--- config.mk ---
export PLATFORM = sky130hd
export DESIGN_NAME = alu_seq_exec
export DESIGN_NICKNAME = d
export VERILOG_FILES = /design/src/rtl/alu_pkg.sv /design/src/rtl/mul_seq.sv /design/src/rtl/alu_seq_exec.sv
export SDC_FILE = /design/constraint.sdc
export NUM_CORES = 1
export LEC_CHECK = 0
export ABC_AREA = 1
export CORE_AREA = 3 3 270 139
export DETAILED_ROUTE_END_ITERATION = 8
export DIE_AREA = 0 0 273 142
export PLACE_DENSITY = 0.61
export SLEW_MARGIN = 30
export SYNTH_ARGS = -nofsm -noshare
export SYNTH_HDL_FRONTEND = slang
export SYNTH_SLANG_ARGS = --single-unit
--- constraint.sdc ---
create_clock -name clk_i -period 4.5 [get_ports clk_i]
set_input_delay 0.675 -clock clk_i [delete_from_list [all_inputs] [get_ports clk_i]]
set_output_delay 0.675 -clock clk_i [all_outputs]
set_load 0.02 [all_outputs]
--- src/rtl/alu_pkg.sv ---
// Shared ALU control encoding and execute-stage FSM states.
// The ALU controller imports this too, so both ends agree on the codes.
package alu_pkg;

  localparam logic [3:0] ALU_AND  = 4'd0;
  localparam logic [3:0] ALU_OR   = 4'd1;
  localparam logic [3:0] ALU_ADD  = 4'd2;
  localparam logic [3:0] ALU_MULT = 4'd3;
  localparam logic [3:0] ALU_LUI  = 4'd4;
  localparam logic [3:0] ALU_SUB  = 4'd6;
  localparam logic [3:0] ALU_SLT  = 4'd7;

  typedef enum logic [1:0] {
    ST_IDLE = 2'd0,
    ST_MUL  = 2'd1,
    ST_DONE = 2'd2
  } state_t;

endpackage

--- src/rtl/mul_seq.sv ---
// Iterative shift-add multiplier datapath: one partial product per step.
// product_o is what the accumulator holds after the current step.
module mul_seq #(
  parameter int WIDTH = 32,
  parameter int CNT_W = 6
) (
  input  logic             clk_i,
  input  logic             rst_i,
  input  logic             load_i,
  input  logic             step_i,
  input  logic [WIDTH-1:0] a_i,
  input  logic [WIDTH-1:0] b_i,
  output logic [WIDTH-1:0] product_o,
  output logic             last_o
);

  logic [WIDTH-1:0] a_q;
  logic [WIDTH-1:0] b_q;
  logic [WIDTH-1:0] acc_q;
  logic [CNT_W-1:0] cnt_q;

  assign product_o = b_q[0] ? (acc_q + a_q) : acc_q;
  assign last_o    = step_i && (cnt_q == CNT_W'(WIDTH - 1));

  always_ff @(posedge clk_i or posedge rst_i) begin
    if (rst_i) begin
      a_q   <= '0;
      b_q   <= '0;
      acc_q <= '0;
      cnt_q <= '0;
    end else if (load_i) begin
      a_q   <= a_i;
      b_q   <= b_i;
      acc_q <= '0;
      cnt_q <= '0;
    end else if (step_i) begin
      acc_q <= product_o;
      a_q   <= a_q << 1;
      b_q   <= b_q >> 1;
      cnt_q <= cnt_q + CNT_W'(1);
    end
  end

endmodule

--- src/rtl/alu_seq_exec.sv ---
// Execute-stage ALU: single-cycle logic/arith ops plus a multi-cycle multiply
// with a start/busy/done handshake so the control unit can stall the pipeline.
module alu_seq_exec
  import alu_pkg::*;
#(
  parameter int WIDTH = 32
) (
  input  logic             clk_i,
  input  logic             rst_i,
  input  logic             start_i,
  input  logic [WIDTH-1:0] src1_i,
  input  logic [WIDTH-1:0] src2_i,
  input  logic [3:0]       ctrl_i,
  output logic [WIDTH-1:0] result_o,
  output logic             zero_o,
  output logic             busy_o,
  output logic             done_o
);

  localparam int CNT_W = $clog2(WIDTH) + 1;

  state_t           state_q;
  logic [WIDTH-1:0] result_q;
  logic             zero_q;
  logic             busy_q;
  logic             done_q;

  logic [WIDTH-1:0] result_d;
  logic [WIDTH-1:0] diff;
  logic             slt_bit;
  logic [WIDTH-1:0] mul_prod;
  logic             mul_last;
  logic             mul_load;

  assign diff    = src1_i - src2_i;
  // Signed less-than: sign of the difference, corrected when the subtraction overflowed.
  assign slt_bit = diff[WIDTH-1] ^
                   ((src1_i[WIDTH-1] ^ src2_i[WIDTH-1]) & (diff[WIDTH-1] ^ src1_i[WIDTH-1]));

  always_comb begin
    result_d = '0;
    case (ctrl_i)
      ALU_AND: result_d = src1_i & src2_i;
      ALU_OR:  result_d = src1_i | src2_i;
      ALU_ADD: result_d = src1_i + src2_i;
      ALU_SUB: result_d = diff;
      ALU_SLT: result_d = {{(WIDTH-1){1'b0}}, slt_bit};
      ALU_LUI: result_d = {src2_i[15:0], {(WIDTH-16){1'b0}}};
      default: result_d = '0;
    endcase
  end

  assign mul_load = start_i && (ctrl_i == ALU_MULT) && (state_q != ST_MUL);

  mul_seq #(
    .WIDTH(WIDTH),
    .CNT_W(CNT_W)
  ) u_mul (
    .clk_i    (clk_i),
    .rst_i    (rst_i),
    .load_i   (mul_load),
    .step_i   (state_q == ST_MUL),
    .a_i      (src1_i),
    .b_i      (src2_i),
    .product_o(mul_prod),
    .last_o   (mul_last)
  );

  // IDLE and DONE both accept a new start, which gives back-to-back issue.
  always_ff @(posedge clk_i or posedge rst_i) begin
    if (rst_i) begin
      state_q  <= ST_IDLE;
      result_q <= '0;
      zero_q   <= 1'b1;
      busy_q   <= 1'b0;
      done_q   <= 1'b0;
    end else begin
      case (state_q)
        ST_MUL: begin
          if (mul_last) begin
            result_q <= mul_prod;
            zero_q   <= (mul_prod == '0);
            busy_q   <= 1'b0;
            done_q   <= 1'b1;
            state_q  <= ST_DONE;
          end
        end
        default: begin
          done_q  <= 1'b0;
          state_q <= ST_IDLE;
          if (start_i) begin
            if (ctrl_i == ALU_MULT) begin
              busy_q  <= 1'b1;
              state_q <= ST_MUL;
            end else begin
              result_q <= result_d;
              zero_q   <= (result_d == '0);
              done_q   <= 1'b1;
              state_q  <= ST_DONE;
            end
          end
        end
      endcase
    end
  end

  assign result_o = result_q;
  assign zero_o   = zero_q;
  assign busy_o   = busy_q;
  assign done_o   = done_q;

endmodule
==> impl_metrics.json <==
{
  "dpl_cell_area_sq_mm": 0.0172,
  "tritoncts": "built",
  "worst_clock_skew_ns": 0.0163,
  "async_reset_ff_share_pct": 100,
  "dp_slack_ns": -0.150,
  "cp-startpoint": "src2_i[12]",
  "setup_ws_ns": 0.188,
  "fin_nets": 2888,
  "cpMostUsedCell": "nand2_1",
  "dp_hpwl_mm": 58.1,
  "wire_per_inst_um": 22.0,
  "grt_first_pass_wirelength_mm": 101,
  "grt_start_max_net_pins": 97,
  "register_area_sq_mm": 0.00345,
  "avgViaCountPerCell": 5.49,
  "synth.most_common_cell": "nand2_1",
  "postCtsHoldBufs": 0,
  "ys_ff_latch": 138,
  "critPathKind": "in -> reg",
  "cts_resized": 0,
  "fin_crit_sh_pct": 95.8,
  "drtAntennaViolNets": 0,
  "synth_warnings": 0,
  "cp-end-kind": "flip-flop",
  "via_count": 17457,
  "synth.top_cell.area_share_pct": 22.7,
  "root_buffer": "clkbuf_16",
  "yosysSeqAreaShare_pct": 22.9,
  "critPathLaunchType": "input port",
  "syn_area_per_cell_sq_um": 5.99,
  "cp.depth": 27,
  "required_ns": 4.88,
  "hold_depth": 2,
  "reg2reg_from": "u_mul.acc_q[0]",
  "finalInstanceArea_sq_mm": 0.0178,
  "cts.clk_slew.worst_paths_ns": 0.08,
  "numCtsBuffers": 17,
  "synth_common_cells": "nand2_1, inv_1, nor2_1",
  "syn_to_final_growth_pct": 17.6,
  "netlist_instances": 2522,
  "fin_tns_setup_ns": 0,
  "synth_area_leaders": "dfrtp_1, nand2_1, inv_1",
  "timing.slew.headroom_pct": 36.0,
  "drt-total-wl_mm": 69.9,
  "ys.flop_type": "dfrtp_1",
  "p_per_area_mw_per_mm2": 219,
  "core_sq_mm": 0.0355,
  "nFillCells": 3708,
  "grt_util_all_layers_pct": 35.6,
  "clockBufferDepth": 2,
  "multi_input_area_sq_mm": 0.00946,
  "worstMarginPinSlew_ns": 0.960,
  "max_freq_mhz": 232,
  "crit_end": "zero_o",
  "setup_viol": 0,
  "yosysUniqueCellTypes": 49,
  "syn-num-nets": 2729,
  "leakage_nw": 9.67,
  "port_buffers": 105,
  "worstHoldPathType": "reg -> reg",
  "path_delay_family": "simple AND/OR/NAND/NOR gates",
  "maxCapViolCount": 0,
  "r2r_end": "zero_o",
  "dr.pass1.iters": 6,
  "synth_area_sq_mm": 0.0151,
  "clk_latency_ns": 0.45,
  "final_layout_size_suffix_gt1_share_pct": 7.42,
  "grt_overflow_total": 0,
  "h-tree-depth": 4,
  "max_stage_delay_ns": 0.66,
  "status": "complete, no violations",
  "drc": 0,
  "worst_hold_slack_ns": 0.487,
  "min_period_ns": 4.31,
  "final-hold-violation-count": 0,
  "vdd_drop_max_mv": 0.200,
  "dp.cells": 3146,
  "cts.sinks": 138,
  "rrSetupSlack_ns": 1.04,
  "worst_r2r_path_depth": 17,
  "die_w_um": 273,
  "slew_violations": 0,
  "cp_max_fo": 4,
  "postCtsSetupBuffers": 0,
  "fp.dieH_um": 142,
  "cp_data_arrival_time_ns": 4.69,
  "initial_core_util_pct": 42.6,
  "synth_area_leader_cell": "dfrtp_1",
  "num_rows": 49,
  "worst-path-buf-inv": 4,
  "synth-edff-count": 0,
  "finalNonFillerCells": 3181,
  "drt-initial-drc-count": 2340,
  "antenna_found_initial": 3,
  "dieArea_sq_mm": 0.0388,
  "ios": 106,
  "cp_slowest_cell": "clkdlybuf4s50_1",
  "globalplace.congestion": 1.03,
  "grt_pass1_vias": 15759
}
## state kept, by name (all words and copies together), names as in the netlist
name         count
result_o        32
u_mul.a_q       32
u_mul.acc_q     32
u_mul.b_q       32
u_mul.cnt_q      6
state_q          2
busy_o           1
zero_o           1
## layout by cell type (no fill, tap or decap), types with 4 or more instances in the layout
master           instances
xor2_1                   4
nand4_1                 24
nor2_1                 241
inv_1                  445
nor3_1                  16
inv_6                    5
ha_1                   132
o21ai_0                 69
nand3b_1                 8
o22ai_1                 34
o21bai_1                14
o221ai_1                49
o211ai_1                13
clkdlybuf4s50_1        105
nand2_1                856
nor2_2                  13
nor3_2                   5
inv_2                   14
buf_4                  111
nand2_2                  4
dfrtp_1                137
clkbuf_16               17
a31oi_1                 29
or2_2                    8
nand3_1                191
clkinvlp_4               4
a21oi_1                105
## report_power, final
| part | internal [mW] | leakage, nW | total [mW] | switching [mW] |
|---|---|---|---|---|
| clock | 0.846 | 0.284 | 1.48 | 0.630 |
| sequential | 1.25 | 1.91 | 1.26 | 0.00747 |
| combinational | 0.387 | 7.48 | 1.17 | 0.781 |
| total | 2.48 | 9.67 | 3.90 | 1.42 |
## tightest hold or removal path, stage by stage (launching register included)
cell and delay (ns):
dfrtp_1 0.35, nand2_1 0.06, o221ai_1 0.06
## routing by layer
metal	vias up	wire length, um	track usage [%]
li1	8287	-	-
met1	8197	34200	55.8
met2	907	25600	45.9
met3	62	8700	12.3
met4	4	1200	6.78
met5	-	200	1.20
## stage by stage
stage / utilization, % / power [mW]
floorplan: - / 1.94
global placement: 48.4 / 2.40
detailed placement: 48.4 / 2.41
CTS: 50.0 / 3.88
finish: 50.1 / 3.90
global route: 50.1 / 4.07
## logic make-up (layout without fill, tap and decap cells)
logic type | after synthesis | in the layout | share of synthesized area [%]
simple gates | 1379 | 1379 | 37.6
buf+inv | 540 | 712 | 14.6
compound gates | 323 | 323 | 13.1
flops | 138 | 138 | 22.9
fa+ha+maj | 136 | 136 | 11.5
xor+xnor | 6 | 6 | 0.348
other cells | 0 | 3 | 0
## how the worst min path moves through the flow
stage	startpoint	to
finish	u_mul.b_q[6]	u_mul.b_q[5]
global route	u_mul.b_q[6]	u_mul.b_q[5]
CTS	u_mul.b_q[6]	u_mul.b_q[5]
detailed placement	u_mul.b_q[4]	u_mul.b_q[3]
global placement	u_mul.b_q[11]	u_mul.b_q[11]
floorplan	u_mul.b_q[11]	u_mul.b_q[10]
## cell type report
| type | instances | area share, % |
|---|---|---|
| antenna | 3 | 0.0422 |
| clock buffer | 18 | 2.47 |
| clock inverter | 14 | 0.908 |
| inverter | 463 | 9.82 |
| multi-input combinational | 1844 | 53.2 |
| sequential | 138 | 19.4 |
| tap | 484 | 3.41 |
| timing repair buffer | 217 | 10.7 |
(Power assumes the default switching activity.)
